## config.mk

```make
export PLATFORM = sky130hd
export DESIGN_NAME = mem_access_ctrl
export DESIGN_NICKNAME = d
export VERILOG_FILES = /design/src/rtl/mem_access_ctrl_pkg.sv /design/src/rtl/mem_access_ctrl_wait_ctr.sv /design/src/rtl/mem_access_ctrl.sv
export SDC_FILE = /design/constraint.sdc
export NUM_CORES = 1
export LEC_CHECK = 0
export BUFFER_PORTS_ARGS = -buffer_cell sky130_fd_sc_hd__buf_2
export CAP_MARGIN = 20
export CORE_MARGIN = 8
export CORE_UTILIZATION = 42
export CTS_CLUSTER_SIZE = 8
export DETAILED_ROUTE_END_ITERATION = 10
export GPL_ROUTABILITY_DRIVEN = 0
export PLACE_DENSITY_LB_ADDON = 0.08
export SLEW_MARGIN = 20
export SYNTH_ARGS = -nofsm -noshare
export SYNTH_HDL_FRONTEND = slang
export SYNTH_SLANG_ARGS = --single-unit
```

## constraint.sdc

```tcl
create_clock -name clk -period 5.16 [get_ports clk]
set_clock_uncertainty 0.05 [all_clocks]
set_input_delay 0.516 -clock clk [delete_from_list [all_inputs] [get_ports clk]]
set_output_delay 0.516 -clock clk [all_outputs]
set_load 0.01 [all_outputs]
```

## src/rtl/mem_access_ctrl_pkg.sv

```systemverilog
// Shared types and defaults for the MEM-stage access controller.
package mem_access_ctrl_pkg;

  localparam int unsigned DW_DEF = 16;
  localparam int unsigned AW_DEF = 16;
  localparam int unsigned CNT_W  = 8;

  typedef enum logic {
    ST_IDLE = 1'b0,
    ST_BUSY = 1'b1
  } state_e;

endpackage

```

## src/rtl/mem_access_ctrl_wait_ctr.sv

```systemverilog
// Busy-cycle counter for the access watchdog: load to 1 on issue, increment while waiting.
module mem_access_ctrl_wait_ctr
  import mem_access_ctrl_pkg::*;
(
  input  logic             clk,
  input  logic             rst,
  input  logic             load_i,
  input  logic             inc_i,
  output logic [CNT_W-1:0] cnt_o
);

  logic [CNT_W-1:0] cnt_q;

  // Count register; load has priority over increment.
  always_ff @(posedge clk or negedge rst) begin
    if (!rst) begin
      cnt_q <= '0;
    end else if (load_i) begin
      cnt_q <= CNT_W'(1);
    end else if (inc_i) begin
      cnt_q <= cnt_q + CNT_W'(1);
    end
  end

  assign cnt_o = cnt_q;

endmodule

```

## src/rtl/mem_access_ctrl.sv

```systemverilog
// MEM-stage controller: issues one memory access per load/store, stalls the
// pipeline until completion, and aborts accesses that exceed TIMEOUT busy cycles.
module mem_access_ctrl
  import mem_access_ctrl_pkg::*;
#(
  parameter int unsigned DW        = DW_DEF,
  parameter int unsigned AW        = AW_DEF,
  parameter int unsigned TIMEOUT   = 15,
  parameter int unsigned ALIGN_CHK = 1
) (
  input  logic          clk,
  input  logic          rst,
  input  logic          valid_m,
  input  logic          MemRead_m,
  input  logic          MemWrite_m,
  input  logic [AW-1:0] addr_m,
  input  logic [DW-1:0] wdata_m,
  output logic          mem_en,
  output logic          mem_wr,
  output logic [AW-1:0] mem_addr,
  output logic [DW-1:0] mem_wdata,
  input  logic          mem_done,
  input  logic [DW-1:0] mem_rdata,
  output logic          stall_o,
  output logic [DW-1:0] memResult_m,
  output logic          err_o
);

  state_e           state_q, state_d;
  logic [DW-1:0]    rdata_q, rdata_d;
  logic             cnt_load, cnt_inc;
  logic [CNT_W-1:0] wait_cnt;
  logic             acc, mis, timed_out;

  assign acc       = valid_m & (MemRead_m | MemWrite_m);
  assign mis       = (ALIGN_CHK != 0) & addr_m[0];
  assign timed_out = (wait_cnt == CNT_W'(TIMEOUT));

  mem_access_ctrl_wait_ctr u_wait_ctr (
    .clk    (clk),
    .rst    (rst),
    .load_i (cnt_load),
    .inc_i  (cnt_inc),
    .cnt_o  (wait_cnt)
  );

  // State and last-result registers.
  always_ff @(posedge clk or negedge rst) begin
    if (!rst) begin
      state_q <= ST_IDLE;
      rdata_q <= '0;
    end else begin
      state_q <= state_d;
      rdata_q <= rdata_d;
    end
  end

  // Next state and combinational memory/pipeline outputs; everything quiet while in reset.
  always_comb begin
    state_d     = state_q;
    rdata_d     = rdata_q;
    cnt_load    = 1'b0;
    cnt_inc     = 1'b0;
    mem_en      = 1'b0;
    mem_wr      = 1'b0;
    mem_addr    = '0;
    mem_wdata   = '0;
    stall_o     = 1'b0;
    err_o       = 1'b0;
    memResult_m = rdata_q;
    if (rst) begin
      case (state_q)
        ST_IDLE: begin
          if (acc) begin
            if (mis) begin
              err_o = 1'b1;
            end else begin
              mem_en    = 1'b1;
              mem_wr    = MemWrite_m;
              mem_addr  = addr_m;
              mem_wdata = wdata_m;
              if (mem_done) begin
                memResult_m = mem_rdata;
                rdata_d     = mem_rdata;
              end else begin
                stall_o  = 1'b1;
                cnt_load = 1'b1;
                state_d  = ST_BUSY;
              end
            end
          end
        end
        ST_BUSY: begin
          // Completion wins over a simultaneous timeout.
          if (mem_done) begin
            memResult_m = mem_rdata;
            rdata_d     = mem_rdata;
            state_d     = ST_IDLE;
          end else if (timed_out) begin
            err_o       = 1'b1;
            memResult_m = '0;
            rdata_d     = '0;
            state_d     = ST_IDLE;
          end else begin
            stall_o = 1'b1;
            cnt_inc = 1'b1;
          end
        end
        default: state_d = ST_IDLE;
      endcase
    end
  end

endmodule

```

### Yosys cells after proc, flatten, opt, wreduce, memory -nomap -nowiden

Cells that the tools add are included.
W data, S select, Z words.

* add/subtract/negate cells: 1
* eq/ne operators: 1
* muxes and demuxes: 42
* bitwise logic cells: 3
* reductions and logical operators: 1

Operators by type and width (number)
* $mux W16: 14
* $pmux W16 S2: 1
* $mux W1: 23
* $mux W8: 2
* $add A8 B1 Y8 const B: 1
* $eq A8 B4 Y1 const B: 1
* $pmux W1 S2: 2
* $reduce_bool A2 Y1: 1
* $and A1 B1 Y1: 1
* $not A1 Y1: 1
* $or A1 B1 Y1: 1

* bits in registers: 25
* bits of input ports: 54
* output and inout port bits: 52
* word-level logic and storage cells: 51

### Longest topological paths before layout

* depth in word-level cells: 7
* depth in mapped cells: 6
* mapped depth without buffers: 5

### By module

A second synthesis with hierarchy kept.

* cells, all modules: 169
* area total of the unflattened synthesis: 1501.4 um2

By module, submodules not included
* mem_access_ctrl: instances 1, cells each 132, area an instance 1102.3 um2, sequential area each 425.4 um2
* mem_access_ctrl_wait_ctr: instances 1, cells each 37, area an instance 399.1 um2, sequential area each 200.2 um2

### Worst setup path before layout

Ideal clock, no wire load.

* kind: input port to output port
* start point: input port MemWrite_m
* end point: output port memResult_m[10]
* arrival: 1.599 ns
* data required time: 4.594 ns
* setup slack: 2.995 ns
* stages on the path: 5
* buffers on the path: 1
* path through: o21ai_1 > nor2_1 > o211a_1 > clkbuf_1 > a22o_1

* word-level cells in the longest chain between the ends: 5

RTL lines
* start, declared: line mem_access_ctrl.sv:15 `input logic MemWrite_m,`
* $or A1 B1 Y1: line mem_access_ctrl.sv:35 `assign acc = valid_m & (MemRead_m | MemWrite_m);`
* $and A1 B1 Y1: line mem_access_ctrl.sv:35
* $mux W16
* $pmux W16 S2
* $mux W16
* end, declared: line mem_access_ctrl.sv:25 `output logic [DW-1:0] memResult_m,`

Every way passes these cells.

### Worst setup path in the final report

* start point: input port rst
* end point: output port mem_addr[9]

* word-level cells in the longest chain between the ends: 1

RTL lines
* start, declared: line mem_access_ctrl.sv:12 `input logic rst,`
* $mux W16: line mem_access_ctrl.sv:71 `if (rst) begin`
* end, declared: line mem_access_ctrl.sv:20 `output logic [AW-1:0] mem_addr,`

Every way passes these cells.

==> results.yml <==
run_status:
  outcome: "completed"
pwr:
  pwr-share-seq_pct: 49.4
  p_switching_uw: 189
  p_int_uw: 376
  clockPowerShare_pct: 15.2
  ir_drop_mv: 0.112
  total_leakage_power_uw: 0.00108
  p_sw_share_pct: 33.5
  p_per_area_nw_per_um2: 293
  p_comb_share_pct: 35.5
die:
  die_w_um: 72.8
  start_util_pct: 44.3
  rows: 20
  core-area_um2: 3050
  ios: 106
  fp.dieArea_um2: 5300
  die_h_um: 72.8
sta:
  max_slew_margin_pct: 48.0
  rsz0062_at_grt: "no"
  period_needed_ns: 2.99
  fmax_mhz: 335
  finalMaxSlewViolations: 0
  finalSetupViolCount: 0
  period_share_pct: 57.9
  fin_tns_setup_ns: 0
  hold_violations: 0
  holdWs_ns: 0.158
  tightest_slew_ns: 0.776
logic_synthesis:
  yosys_warnings: 0
  ys_types: 36
  synth-xor-area-share_pct: 1.94
  synth_compound_area_share_pct: 17.7
  synth-seq-cells: 25
  netlist_area_um2: 1350
  synth-simple-area-share_pct: 28.2
  synthCells: 131
  synth-adder-area-share_pct: 0.924
  synth_top_family_by_area: "simple AND/OR/NAND/NOR gates"
  synthMuxAreaShare_pct: 1.48
  synth.yosys.seq_area_share_pct: 46.2
  synth.avg_cell_area_um2: 10.3
  synth_nets: 186
layout:
  final_cell_mix: "104 x buf_2, 32 x and2_1, 25 x dfrtp_1"
  final_nets: 289
  drive_above_1_share_pct: 49.4
  antenna_cells: 0
  area_growth_pct: 42.8
  layout_commonest_cell: "buf_2"
route:
  dr.pass1.iters: 4
  viasPerCell: 4.94
  wl_per_cell_um: 15.8
  num_vias: 1368
  drt-total-wl_um: 4380
  postRouteAntennaNets: 0
  drcViolationCount: 0
  drt_iter0_drc: 41
worst_setup_path:
  start_kind: "input port"
  end_kind: "primary output"
  cp.arrival_ns: 2.42
  crit_top_cell: "buf_2"
  critPathMaxStageDelay_ns: 0.63
  cp_top_family: "simple AND/OR/NAND/NOR gates"
  critPathKind: "in2out"
  timing.critical_path.buf_inv: 3
  slowest_stage: "nor3_2"
  required_ns: 4.59
  crit_chain: "buf_2, nand2b_1, nor3_2, buf_6, and2_1, buf_2"
  crit_fanout: 32
clock_tree:
  post_cts_buffers: 0
  htree_levels: 1
  clkSinkCount: 25
  hold_buffers: 0
  cts_made_buffers: 3
  root_buffer: "clkbuf_4"
  clkTransAtPathRegs_ns: 0.13
  clockBufferDepth: 2
  insertion_delay_ns: 0.31
  cts_tree: "built"
  cts_resized: 0
placement:
  post-dp-hpwl_um: 3750
  port_buffers: 104
min_path:
  hp-class: "in2async"
run:
  max_cap_violations: 0
grt:
  grt_pass1_wl_um: 7210
  grt_max_degree: 33
  grt_use_total_pct: 16.9
  overflow: 0
  antenna_found_initial: 0
  grt_pass1_vias: 1510
through the flow:
step	std cells	total power, uW	utilization, %	instance area (um2)	setup slack, ns
floorplan	131	391	-	1350	2.99
global placement	272	475	62.0	1890	2.04
detailed placement	273	487	62.3	1900	2.12
CTS	277	575	63.3	1930	2.11
global route	277	605	63.3	1930	1.90
finish	277	565	63.3	1930	2.17
final cells by class:
| type | count | area, um2 |
|---|---|---|
| clock inverters | 1 | 7.51 |
| fillers | 285 | 1120 |
| inverters | 2 | 7.51 |
| well taps | 44 | 55.1 |
| clock buffers | 3 | 22.5 |
| repair buffers | 105 | 532 |
| flip-flops and latches | 25 | 626 |
| multi-input cells | 97 | 683 |
final timing paths:
| check | depth (start not counted) | start | endpoint | slack, ns |
|---|---|---|---|---|
| max | 6 | rst | mem_addr[9] | 2.17 |
| min | 1 | rst | u_wait_ctr.cnt_o[5] | 0.16 |
| max reg2reg | 4 | u_wait_ctr.cnt_o[5] | rdata_q[6] | 3.21 |
| min reg2reg | 1 | rdata_q[14] | rdata_q[14] | 0.46 |
| max in group asynchronous | 1 | rst | u_wait_ctr.cnt_o[1] | 4.49 |
| min in group clk | 2 | mem_rdata[5] | rdata_q[5] | 0.38 |
kinds of logic (layout without fill, tap and decap cells):
kind of cell               count (synthesis)  in the layout
xor gates and xnor gates                   3              3
DFF                                       25             25
adders and majority gates                  1              1
AOI/OAI and AO/OA                         30             30
other                                      1              1
and+or+nand+nor                           60             60
buffers and inverters                      9            111
muxes                                      2              2
sequential cells by signal (all words and copies together), names as in the netlist:
register,count
state_q,1
rdata_q,16
u_wait_ctr.cnt_o,8
power by group through the flow:
stage                     clock network (uW)  logic (uW)  registers (uW)
after CTS                               90.5         205             280
after detailed placement                   0         204             283
after global placement                     0         195             281
after global routing                    95.7         223             287
final                                   85.7         201             279
after floorplan                            0         121             271
synth_stat cells (all sizes together):
library cell | count | area, um2
nand4b | 1 | 8.76
nand3 | 2 | 10.0
and3 | 1 | 6.26
or4 | 1 | 7.51
nor2 | 6 | 22.5
nor3b | 1 | 12.5
a21oi | 4 | 20.0
nand3b | 1 | 7.51
and2 | 32 | 200
o21ai | 3 | 15.0
o21bai | 1 | 7.51
nor4 | 2 | 33.8
mux2i | 2 | 20.0
or2 | 1 | 6.26
nor3 | 3 | 20.0
buf | 2 | 18.8
clkbuf | 5 | 18.8
dfrtp | 25 | 626
nand4 | 1 | 6.26
nand2b | 3 | 18.8
inv | 2 | 7.51
or3 | 1 | 6.26
nand2 | 4 | 15.0
xnor2 | 3 | 26.3
o22ai | 1 | 6.26
o211a | 1 | 10.0
ha | 1 | 12.5
a211oi | 1 | 7.51
conb | 1 | 3.75
a22o | 17 | 149
o2bb2ai | 1 | 8.76
o221ai | 1 | 15.0
routing by layer:
| metal | share of wire (%) | global-route usage, % | vias to the layer above |
|---|---|---|---|
| met2 | 50 | 29.1 | 71 |
| met5 | 0 | 0 | - |
| met1 | 38 | 18.7 | 630 |
| li1 | - | - | 663 |
| met3 | 11 | 6.59 | 4 |
| met4 | 0.87 | 4.67 | 0 |
Power figures use the tool's default switching activity.
